==> src/rtl/pc_flag_ctrl_if.sv <==
// Bus between the ALU/decode side and the PC/flag stage.
// The br_cnt signal exists only when PC_BRCNT_EN is defined.
interface pc_flag_ctrl_if;
  localparam int unsigned DW = 16;
  localparam int unsigned FW = 3;

  logic [DW-1:0] instr;
  logic [FW-1:0] alu_flags;
  logic [FW-1:0] flag_en;
  logic [DW-1:0] br_reg;
  logic          stall;
  logic [DW-1:0] pc;
  logic [DW-1:0] pc_plus2;
  logic [FW-1:0] flags;
  logic          taken;
  logic          halted;
`ifdef PC_BRCNT_EN
  logic [DW-1:0] br_cnt;
`endif

  modport master (
    output instr, alu_flags, flag_en, br_reg, stall,
    input  pc, pc_plus2, flags, taken, halted
`ifdef PC_BRCNT_EN
    , input br_cnt
`endif
  );

  modport slave (
    input  instr, alu_flags, flag_en, br_reg, stall,
    output pc, pc_plus2, flags, taken, halted
`ifdef PC_BRCNT_EN
    , output br_cnt
`endif
  );
endinterface

==> src/rtl/pc_flag_ctrl.sv <==
// WISC-F23 PC / N-Z-V flag stage with a run/halt FSM and stall gating.
// Optional taken-branch counter enabled by defining PC_BRCNT_EN.
module pc_flag_ctrl (
  input  logic           clk,
  input  logic           rst,
  pc_flag_ctrl_if.slave  bus
);
  localparam int unsigned DW = 16;
  localparam int unsigned FW = 3;

  localparam logic [3:0] OP_B   = 4'hC;
  localparam logic [3:0] OP_BR  = 4'hD;
  localparam logic [3:0] OP_HLT = 4'hF;

  localparam logic [0:0] ST_RUN  = 1'b0;
  localparam logic [0:0] ST_HALT = 1'b1;

  logic [0:0]    state_q, state_d;
  logic [DW-1:0] pc_q, pc_d;
  logic [FW-1:0] flags_q, flags_d;
`ifdef PC_BRCNT_EN
  logic [DW-1:0] cnt_q, cnt_d;
`endif

  logic [3:0]    opcode;
  logic [2:0]    ccc;
  logic [8:0]    imm9;
  logic          flag_n, flag_z, flag_v;
  logic          cond_met;
  logic          is_branch;
  logic          taken_c;
  logic          upd_en;
  logic [DW-1:0] pc_plus2_c;
  logic [DW-1:0] br_off;
  logic [DW-1:0] target;

  assign opcode = bus.instr[15:12];
  assign ccc    = bus.instr[11:9];
  assign imm9   = bus.instr[8:0];
  assign flag_n = flags_q[2];
  assign flag_z = flags_q[1];
  assign flag_v = flags_q[0];

  // Branch condition on registered flags only
  always_comb begin
    cond_met = 1'b0;
    case (ccc)
      3'b000:  cond_met = !flag_z;
      3'b001:  cond_met = flag_z;
      3'b010:  cond_met = !flag_z && !flag_n;
      3'b011:  cond_met = flag_n;
      3'b100:  cond_met = flag_z || (!flag_z && !flag_n);
      3'b101:  cond_met = flag_n || flag_z;
      3'b110:  cond_met = flag_v;
      default: cond_met = 1'b1;
    endcase
  end

  assign is_branch  = (opcode == OP_B) || (opcode == OP_BR);
  assign taken_c    = is_branch && cond_met && (state_q == ST_RUN);
  assign upd_en     = (state_q == ST_RUN) && !bus.stall;
  assign pc_plus2_c = DW'(pc_q + DW'(2));
  assign br_off     = {{6{imm9[8]}}, imm9, 1'b0};
  assign target     = (opcode == OP_BR) ? bus.br_reg : DW'(pc_plus2_c + br_off);

  // Next-state: everything holds unless running and not stalled
  always_comb begin
    state_d = state_q;
    pc_d    = pc_q;
    flags_d = flags_q;
`ifdef PC_BRCNT_EN
    cnt_d   = cnt_q;
`endif
    if (upd_en) begin
      flags_d = (flags_q & ~bus.flag_en) | (bus.alu_flags & bus.flag_en);
      if (opcode == OP_HLT) begin
        state_d = ST_HALT;
      end else begin
        pc_d = taken_c ? target : pc_plus2_c;
      end
`ifdef PC_BRCNT_EN
      if (taken_c) begin
        cnt_d = DW'(cnt_q + DW'(1));
      end
`endif
    end
  end

  always_ff @(posedge clk or posedge rst) begin
    if (rst) begin
      state_q <= ST_RUN;
      pc_q    <= '0;
      flags_q <= '0;
`ifdef PC_BRCNT_EN
      cnt_q   <= '0;
`endif
    end else begin
      state_q <= state_d;
      pc_q    <= pc_d;
      flags_q <= flags_d;
`ifdef PC_BRCNT_EN
      cnt_q   <= cnt_d;
`endif
    end
  end

  assign bus.pc       = pc_q;
  assign bus.pc_plus2 = pc_plus2_c;
  assign bus.flags    = flags_q;
  assign bus.taken    = taken_c;
  assign bus.halted   = (state_q == ST_HALT);
`ifdef PC_BRCNT_EN
  assign bus.br_cnt   = cnt_q;
`endif
endmodule

==> src/flat_wrapper.sv <==
// flat-port wrapper written by rule: the top's interface ports become plain ports
module pc_flag_ctrl_flat 
  (clk, rst, bus_instr, bus_alu_flags, bus_flag_en, bus_br_reg, bus_stall, bus_pc, bus_pc_plus2, bus_flags, bus_taken, bus_halted);
  pc_flag_ctrl_if bus_i ();
  input  logic clk;
  input  logic rst;
  input wire logic [$bits(bus_i.instr)-1:0] bus_instr;
  input wire logic [$bits(bus_i.alu_flags)-1:0] bus_alu_flags;
  input wire logic [$bits(bus_i.flag_en)-1:0] bus_flag_en;
  input wire logic [$bits(bus_i.br_reg)-1:0] bus_br_reg;
  input wire logic [$bits(bus_i.stall)-1:0] bus_stall;
  output wire logic [$bits(bus_i.pc)-1:0] bus_pc;
  output wire logic [$bits(bus_i.pc_plus2)-1:0] bus_pc_plus2;
  output wire logic [$bits(bus_i.flags)-1:0] bus_flags;
  output wire logic [$bits(bus_i.taken)-1:0] bus_taken;
  output wire logic [$bits(bus_i.halted)-1:0] bus_halted;
  assign bus_i.instr = bus_instr;
  assign bus_i.alu_flags = bus_alu_flags;
  assign bus_i.flag_en = bus_flag_en;
  assign bus_i.br_reg = bus_br_reg;
  assign bus_i.stall = bus_stall;
  assign bus_pc = bus_i.pc;
  assign bus_pc_plus2 = bus_i.pc_plus2;
  assign bus_flags = bus_i.flags;
  assign bus_taken = bus_i.taken;
  assign bus_halted = bus_i.halted;
  pc_flag_ctrl u_core (.clk(clk), .rst(rst), .bus(bus_i));
endmodule
==> config.mk <==
export PLATFORM = sky130hd
export DESIGN_NAME = pc_flag_ctrl_flat
export DESIGN_NICKNAME = d
export VERILOG_FILES = /design/src/rtl/pc_flag_ctrl_if.sv /design/src/rtl/pc_flag_ctrl.sv /design/src/flat_wrapper.sv
export SDC_FILE = /design/constraint.sdc
export NUM_CORES = 1
export LEC_CHECK = 0
export CAP_MARGIN = 20
export CORE_MARGIN = 4
export CORE_UTILIZATION = 45
export DETAILED_ROUTE_END_ITERATION = 8
export HOLD_SLACK_MARGIN = 0.1
export PLACE_DENSITY = 0.81
export SYNTH_ARGS = -nofsm -noshare
export SYNTH_HDL_FRONTEND = slang
export SYNTH_SLANG_ARGS = --single-unit
==> constraint.sdc <==
create_clock -name clk -period 3.2 [get_ports clk]
set_input_delay 0.64 -clock clk [delete_from_list [all_inputs] [get_ports clk]]
set_output_delay 0.64 -clock clk [all_outputs]
set_load 0.02 [all_outputs]
# Word-level counts from Yosys, hierarchy flattened
# Cells that the tools add are included.
[totals]
reg_bits = 20
in_bits = 41
elab_cells = 36
[classes]
n_addsub = 2
eq_ne = 9
n_mux = 3
bitwise_logic = 6
reduce_logical = 13
[op_table]
columns = ["operator", "n"]
rows = [
  ["16-bit two-way mux", 2],
  ["16-bit adder", 1],
  ["16-bit by 2-bit adder with 16-bit output, second input constant", 1],
  ["4-bit equality test, second input constant", 3],
  ["3-bit equality test, second input constant", 3],
  ["1-bit one-hot mux with 7 select lines", 1],
  ["3-bit bitwise AND", 2],
  ["3-bit by 2-bit equality test with 1-bit output, second input constant", 2],
  ["1-bit logical AND", 4],
  ["2-bit AND reduction", 2],
  ["3-bit by 1-bit equality test with 1-bit output, second input constant", 1],
  ["1-bit logical NOT", 3],
  ["3-bit logical NOT", 1],
  ["1-bit logical OR", 3],
  ["3-bit NOT", 1],
  ["3-bit OR", 1],
  ["1-bit NOT", 2],
]

# Logic depth before layout (Yosys ltp)
# Gate-level depths: netlist of the first run.
[logic_depth]
word_depth = 7
mapped_depth = 13
mapped_depth_nobuf = 13

# Worst setup path after synthesis of the first run
# Ideal clock, no wire load.
[synth_path]
path_type = "register -> register"
start = "register u_core.pc_q[3] (netlist: u_core.bus.pc[3])"
end = "register u_core.pc_q[14] (netlist: u_core.bus.pc[14])"
arrival_ns = 3.192
required_time_ns = 3.106
setup_slack_ns = -0.086
stages_incl_launch_ff = 14
period_less_slack_ns = 3.286
path_cell_list = "dfrtp_1 and3_1 nand2_1 nor2_1 nand2_1 xnor2_1 ha_1 and2_1 nand4_1 o211ai_1 nand3_1 o21ai_0 mux2_2 a211oi_1"
[synth_via]
elab_chain_cells = 4
[synth_lines]
columns = ["item", "line_no", "text"]
rows = [
  ["start, declared", "pc_flag_ctrl.sv:19", "logic [DW-1:0] pc_q, pc_d;"],
  ["start signal, assigned", "pc_flag_ctrl.sv:99", "pc_q <= pc_d;"],
  ["16-bit by 2-bit adder with 16-bit output", "pc_flag_ctrl.sv:62", "assign pc_plus2_c = DW'(pc_q + DW'(2));"],
  ["named net bus_pc_plus2[8]", "flat_wrapper.sv:13", "output wire logic [$bits(bus_i.pc_plus2)-1:0] bus_pc_plus2;"],
  ["16-bit adder", "pc_flag_ctrl.sv:64", "assign target = (opcode == OP_BR) ? bus.br_reg : DW'(pc_plus2_c + br_off);"],
  ["16-bit two-way mux", "pc_flag_ctrl.sv:64", ""],
  ["16-bit two-way mux", "pc_flag_ctrl.sv:79", "pc_d = taken_c ? target : pc_plus2_c;"],
]
# The timed path passes the listed nets, and every way through them passes these cells.
# A chain may end at the register's enable or synchronous reset.

# Final worst setup path of the first run
[layout_path]
start = "register u_core.pc_q[2] (netlist: u_core.bus.pc[2])"
end = "register u_core.pc_q[14] (netlist: u_core.bus.pc[14])"
[layout_via]
elab_chain_cells = 4
[layout_lines]
columns = ["item", "line_no"]
rows = [
  ["16-bit by 2-bit adder with 16-bit output (*)", "pc_flag_ctrl.sv:62"],
  ["16-bit adder", "pc_flag_ctrl.sv:64"],
  ["16-bit two-way mux", "pc_flag_ctrl.sv:64"],
  ["16-bit two-way mux (*)", "pc_flag_ctrl.sv:79"],
]
# Every way passes the cells marked *; elsewhere a longest branch is shown, timed or not.

==> results of run 1 <==
-- worst max-delay path by stage --
| stage | to | depth (start not counted) | from | slack, ps |
|---|---|---|---|---|
| floorplan | u_core.bus.pc[14]$_DFFE_PP0P_ | 13 | u_core.bus.pc[3]$_DFFE_PP0P_ | 40 |
| global placement | bus_taken | 6 | bus_instr[11] | -40 |
| global route | u_core.bus.pc[14]$_DFFE_PP0P_ | 13 | u_core.bus.pc[3]$_DFFE_PP0P_ | -40 |
| detailed placement | bus_taken | 6 | bus_instr[11] | -110 |
| CTS | u_core.bus.pc[14]$_DFFE_PP0P_ | 12 | u_core.bus.pc[1]$_DFFE_PP0P_ | 20 |
| finish | u_core.bus.pc[14]$_DFFE_PP0P_ | 12 | u_core.bus.pc[2]$_DFFE_PP0P_ | 180 |
-- worst max-delay path, delay by kind of cell, from the launching register on --
| family | cells | cell delay [ps] |
|---|---|---|
| DFF | 1 | 400 |
| muxes | 1 | 350 |
| adders and majority gates | 2 | 560 |
| and+or+nand+nor | 5 | 780 |
| AOI/OAI and AO/OA | 3 | 660 |
| xor gates and xnor gates | 1 | 180 |
-- cells in the final DEF, fill, tap and decap left out, types with 7 or more instances in the layout --
cell type	Yosys	layout
dfrtp_1	20	19
ha_1	18	17
o21ai_0	25	24
xnor2_1	16	14
nor2_1	25	25
buf_4	1	26
clkdlybuf4s50_1	0	74
a211oi_1	8	8
inv_1	7	7
nand3_1	11	10
nand2_1	31	31
a21oi_1	14	14
nor3_1	10	9
-- per-stage QoR --
| stage | hold slack (ps) | util | TNS, ps |
|---|---|---|---|
| after floorplan | 603.8 | - | 0 |
| after global placement | 511.8 | 0.6943 | -41.07 |
| after detailed placement | 523.5 | 0.6943 | -176.0 |
| after CTS | 545.4 | 0.7100 | 0 |
| after global routing | 573.7 | 0.7210 | -40.34 |
| final | 549.2 | 0.7210 | 0 |
-- repair_timing --
item,4_1_cts,5_1_grt
setup endpoints to repair,3,8
pin swaps,1,1
buffers inserted,1,4
resized for setup,5,6
-- metal layers --
layer / vias up / share of wire / track usage
met3: 5 / 0.044 / 0.02482
li1: 1158 / - / -
met2: 79 / 0.48 / 0.3445
met5: - / 0 / 0
met4: 0 / 0.010 / 0.06159
met1: 1071 / 0.47 / 0.2771
-- cells by family after synthesis --
kind of cell | after synthesis
AO/OA/AOI/OAI | 69
buffers and inverters | 17
adder cells (fa/ha/maj) | 20
AND/OR/NAND/NOR | 107
flip-flops | 20
XOR/XNOR | 24
multiplexers | 9
-- area by class of cell --
cell class,count,area [sq um]
clock buffers,4,55.05
fillers,368,1240
inverters,7,26.28
multi-input cells,229,1590
flip-flops and latches,20,501.7
well taps,52,65.06
repair buffers,103,965.9
-- power groups by stage --
stage / combinational, mW / sequential (mW) / clock (mW)
2_1_floorplan: 1.10 / 0.591 / 0
3_3_place_gp: 1.92 / 0.485 / 0
3_5_place_dp: 1.95 / 0.490 / 0
4_1_cts: 1.97 / 0.488 / 0.199
5_1_grt: 2.21 / 0.510 / 0.212
6_report: 2.02 / 0.489 / 0.200
==> metrics.md, run 1 <==
| Metric | Value |
|---|---|
| Synth area leaders | `dfrtp_1 24%, ha_1 11%, xnor2_1 6.6%` |
| Syn Nets | `between 300 and 400` |
| First-pass GRT wire length | `about 10 mm` |
| Hold_buf cts | `0` |
| CP cell instances | `ha_2 > and3_4 > nand3_2 > xnor2_2 > ha_1 > and2_1 > nand4_1 > o211ai_1 > nand3_1 > o21ai_2 > mux2_2 > a211oi_1` |
| Post-route DRC violation count | `0` |
| Routed wire length | `6.219 mm` |
| Worst hold endpoint | `u_core.bus.halted$_DFFE_PP0P_` |
| Die X | `76.47 um` |
| Reg2reg setup slack | `180 ps` |
| P_sw | `1.259 mW` |
| Synth top area share | `0.2372` |
| Largest net degree at the start of global routing | `30` |
| DR vias | `2313` |
| Placed Cells | `406` |
| # H-tree levels | `1` |
| Sequential Power Share | `0.181` |
| RSZ-0062 raised after global routing | `true` |
| Period utilization | `0.9450` |
| Power Density | `845.1 nW/um^2` |
| Critical path arrival | `3190 ps` |
| Post-Synth Simple-Gate Area | `0.2503` |
| Hold path startpoint | `u_core.bus.halted$_DFFE_PP0P_` |
| Leak | `between 1 and 1.5 nW` |
| Worst Setup Start Kind | `register` |
| Initial antenna violation count | `0` |
| Cell area after layout | `3204 sq um` |
| Largest family of logic cells by synthesized area | `simple AND/OR/NAND/NOR gates` |
| VDD IR max | `509.3 uV` |
| PortBufs | `77` |
| Post-synthesis sequential area ratio | `0.2372` |
| Placement Cell Area | `3085 sq um` |
| Reg clk slew, reported paths | `about 80 ps` |
| GPL Wtd Cong | `0.8717` |
| Post-synth EDFFs | `0` |
| Final setup viols | `0` |
| Drt pass-1 iters | `4` |
| Max Cap Viol | `0` |
| Slew HR | `0.4644` |
| Wire per inst | `approximately 15 um` |
| Biggest area consumer among synthesized cells | `dfrtp_1` |
| Status | `complete, no violations` |
| Clock latency on the worst-skew pair | `260 ps` |
| R2r worst-path depth | `12` |
| Mean post-synth cell area | `about 7.9 sq um` |
| Xor/xnor share of the synthesized area | `0.1121` |
| ANT nets after route | `0` |
| Clk pwr share | `0.074` |
| # clock sinks | `20` |
| Yosys cell types | `47` |
| CTS tree | `done` |
| Initial Util | `0.4747` |
| Top FF cell, synth | `dfrtp_1` |
| Root Driver | `clkbuf_8` |
| Netlist Area Pre-Place | `2110 sq um` |
| Hold path depth | `1` |
| Number of global-route vias before repair | `2236` |
| #FFs+latches synth | `20` |
| GR Util All Layers | `0.2059` |
| Setup CP Type | `reg -> reg` |
| Area of the die | `between 5000 and 6000 sq um` |
| Layout cells sized above 1 | `0.1405` |
| Synth Area in Adders | `0.1210` |
| Pint | `1.449 mW` |
| Dpl hpwl | `4.926 mm` |
| Worst-path maximum fanout | `5` |
| Tmin final | `3024 ps` |
| Vias per cell | `between 5 and 6` |
| Post-Syn Instances | `266` |
| Switching share of power | `0.4648` |
| Post-synth top cells | `31 x nand2_1, 25 x nor2_1, 25 x o21ai_0` |
| Warnings from Yosys | `0` |
| Ys async rst share | `1.000` |
| CP peak stage delay | `400 ps` |
| Core area | `4444 sq um` |
| Maximum clock frequency | `between 300 and 400 MHz` |
| Multiplexer share of the synthesized area | `0.04567` |
| Die Y | `76.47 um` |
| RR Endpoint | `u_core.bus.pc[14]$_DFFE_PP0P_` |
| Hold Path Class | `reg -> reg` |
| Setup ws final | `around 180 ps` |
| Fin. Hold Viols | `0` |
| Combinational power share | `0.746` |
| R2R Path Start | `u_core.bus.pc[2]$_DFFE_PP0P_` |
| N_diodes | `0` |
| Total grt overflow | `0` |
| # IOs | `78` |
| Slowest cell on the critical path | `dfrtp_1` |
| CTS buffer count | `3` |
| CP Data Required Time | `3370 ps` |
| Skew final | `~4.8 ps` |
| Slew Viols, Final | `0` |
| Non-Filler Instances | `a little over 400` |
| First DRT Iteration DRCs | `103` |
| Final #Nets | `424` |
| FP Rows | `24` |
| Most frequent cell after synthesis | `nand2_1` |
| Critical path capture point type | `register` |
| Slew @ Worst Pin | `~800 ps` |
| P&R area growth vs syn | `51.90%` |
| Compound-Gate Fraction of Synth Area | `0.1999` |
| DP Worst Slack | `-108.3 ps` |
| Design Power | `approximately 2.7 mW` |
| Max clock buf depth | `2` |
Power figures use the tool's default switching activity.
==> run 2: changes to the inputs <==
Settings changed: TNS_END_PERCENT from default to 1.
==> run 2 against run 1 <==
First-iteration DRC count up 14%. Register-to-register slack about the same. Global-route usage unchanged. Sequential power about the same. Sequential cell count unchanged. Design area down 0.23%. Fmax down 0.42%. Critical path depth unchanged. Critical path type unchanged. Highest routed layer unchanged.
==> metrics.md, run 2 (same netlist as run 1, synthesis figures left out) <==
| Metric | Value |
|---|---|
| P&R area growth vs syn | `51.54%` |
| Slew @ Worst Pin | `811.5 ps` |
| Clock latency on the worst-skew pair | `~260 ps` |
| GR Util All Layers | `0.2059` |
| Cell area after layout | `3197 sq um` |
| Storage element area | `501.7 sq um` |
| Bufs and invs on worst path | `0` |
| Final #Nets | `423` |
| Slowest cell on the critical path | `dfrtp_1` |
| Commonest cells after routing, fill and taps aside | `74 x clkdlybuf4s50_1, 31 x nand2_1, 25 x nor2_1, 25 x buf_4, 24 x o21ai_0` |
| Critical path capture point type | `register` |
| Initial antenna violation count | `0` |
| Reg clk slew, reported paths | `about 80 ps` |
| Status | `complete, no violations` |
| ANT nets after route | `0` |
| Initial Util | `0.4747` |
| First DRT Iteration DRCs | `~120` |
| Die X | `76.47 um` |
| First-pass GRT wire length | `10.14 mm` |
| GPL Wtd Cong | `0.8717` |
| VDD IR max | `510.5 uV` |
| Total grt overflow | `0` |
| RSZ-0062 raised after global routing | `true` |
| FP Rows | `24` |
| Wire per inst | `15.02 um` |
| CP peak stage delay | `400 ps` |
| Tmin final | `3037 ps` |
| DR vias | `2316` |
| Root Driver | `clkbuf_8` |
| Critical path arrival | `3200 ps` |
| Slew Viols, Final | `0` |
| Crit-path leading delay family | `simple AND/OR/NAND/NOR gates` |
| Skew final | `3.220 ps` |
| Multi-input gate area | `1590 sq um` |
| Leak | `1.299 nW` |
| # H-tree levels | `1` |
| Routed wire length | `between 6 and 7 mm` |
| Area of the die | `5847 sq um` |
| Setup CP Type | `reg -> reg` |
| Period utilization | `0.9490` |
| N_diodes | `0` |
| Worst Setup Start Kind | `register` |
| Worst-path maximum fanout | `5` |
| CTS buffer count | `3` |
| Vias per cell | `5.594` |
| Maximum clock frequency | `~330 MHz` |
| CTS tree | `done` |
| Setup TNS | `0 ps` |
| Max clock buf depth | `2` |
| Dpl hpwl | `around 5 mm` |
| CP Data Required Time | `3360 ps` |
| Placement Cell Area | `around 3100 sq um` |
| Final setup viols | `0` |
| Leading cell type in the layout, fill and taps excluded | `clkdlybuf4s50_1` |
| Die Y | `about 76 um` |
| Layout cells sized above 1 | `0.1381` |
| Largest net degree at the start of global routing | `30` |
| # clock sinks | `20` |
| Slew HR | `0.4584` |
| Max Cap Viol | `0` |
| Fin. Hold Viols | `0` |
| CP cell instances | `ha_2 > and3_4 > nand3_2 > xnor2_2 > ha_1 > and2_1 > nand4_1 > o211ai_1 > nand3_1 > o21ai_2 > mux2_2 > a211oi_1` |
| Core area | `4444 sq um` |
| Filler Cell Count | `369` |
| Drt pass-1 iters | `4` |
| PortBufs | `77` |
| Hold Path Class | `reg -> reg` |
| Power Density | `844.7 nW/um^2` |
| # IOs | `78` |
| Number of global-route vias before repair | `between 2000 and 2500` |
| Post-route DRC violation count | `0` |
-- run 2: worst paths after layout --
check,from,to,slack (ps),cells after the start
min reg2reg,u_core.bus.halted$_DFFE_PP0P_,u_core.bus.halted$_DFFE_PP0P_,550,1
min in group asynchronous,rst,u_core.bus.pc[4]$_DFFE_PP0P_,830,2
max,u_core.bus.pc[2]$_DFFE_PP0P_,u_core.bus.pc[14]$_DFFE_PP0P_,160,12
max in group asynchronous,rst,u_core.bus.pc[3]$_DFFE_PP0P_,1820,2
min,u_core.bus.halted$_DFFE_PP0P_,u_core.bus.halted$_DFFE_PP0P_,550,1
max reg2reg,u_core.bus.pc[2]$_DFFE_PP0P_,u_core.bus.pc[14]$_DFFE_PP0P_,160,12
-- run 2: repair_timing --
item	in CTS	in global routing
cloned	0	0
buffers inserted	0	4
gates resized for setup	4	7
pin swaps	0	1
endpoints found under the setup margin	3	8
hold buffers	0	0
-- run 2: per-layer routing --
metal | vias to the layer above | track usage | share of wire | wire, um
met5 | - | 0 | 0 | 0
met2 | 76 | 0.3445 | 0.48 | 3009
met4 | 0 | 0.06159 | 0.010 | 63
li1 | 1157 | - | - | -
met1 | 1078 | 0.2771 | 0.47 | 2899
met3 | 5 | 0.02482 | 0.039 | 244
-- run 2: layout make-up --
type,instances,area share
Multi-Input combinational cell,229,0.4975
Timing Repair Buffer,102,0.2998
Sequential cell,20,0.1569
Tap cell,52,0.02035
Clock buffer,4,0.01722
Inverter,7,0.008219
-- run 2: worst register-to-register path, stage by stage, from the launching register on --
cell and delay [ps]:
dfrtp_1 400, ha_2 240, and3_4 210, nand3_2 130, xnor2_2 180, ha_1 320, and2_1 180, nand4_1 100
o211ai_1 240, nand3_1 160, o21ai_2 180, mux2_2 350, a211oi_1 250
-- run 2: through the flow --
stage / worst slack [ps] / hold WS, ps / util / power (mW) / instances
finish: 163.3 / 549.1 / 0.7193 / 2.700 / 414
global route: -55.21 / 573.7 / 0.7193 / 2.917 / 414
CTS: -48.04 / 541.9 / 0.7078 / 2.644 / 410
detailed placement: -108.3 / 523.5 / 0.6943 / 2.436 / 406
global placement: -41.07 / 511.8 / 0.6943 / 2.403 / 406
floorplan: 40.23 / 603.8 / - / 1.690 / 266
-- run 2: power breakdown --
| part | internal, mW | leakage (nW) | switching, mW |
|---|---|---|---|
| Sequential | 0.350 | 0.224 | 0.140 |
| Clock | 0.110 | 0.0288 | 0.0895 |
| Combinational | 0.981 | 1.05 | 1.03 |
| Total | 1.44 | 1.30 | 1.26 |
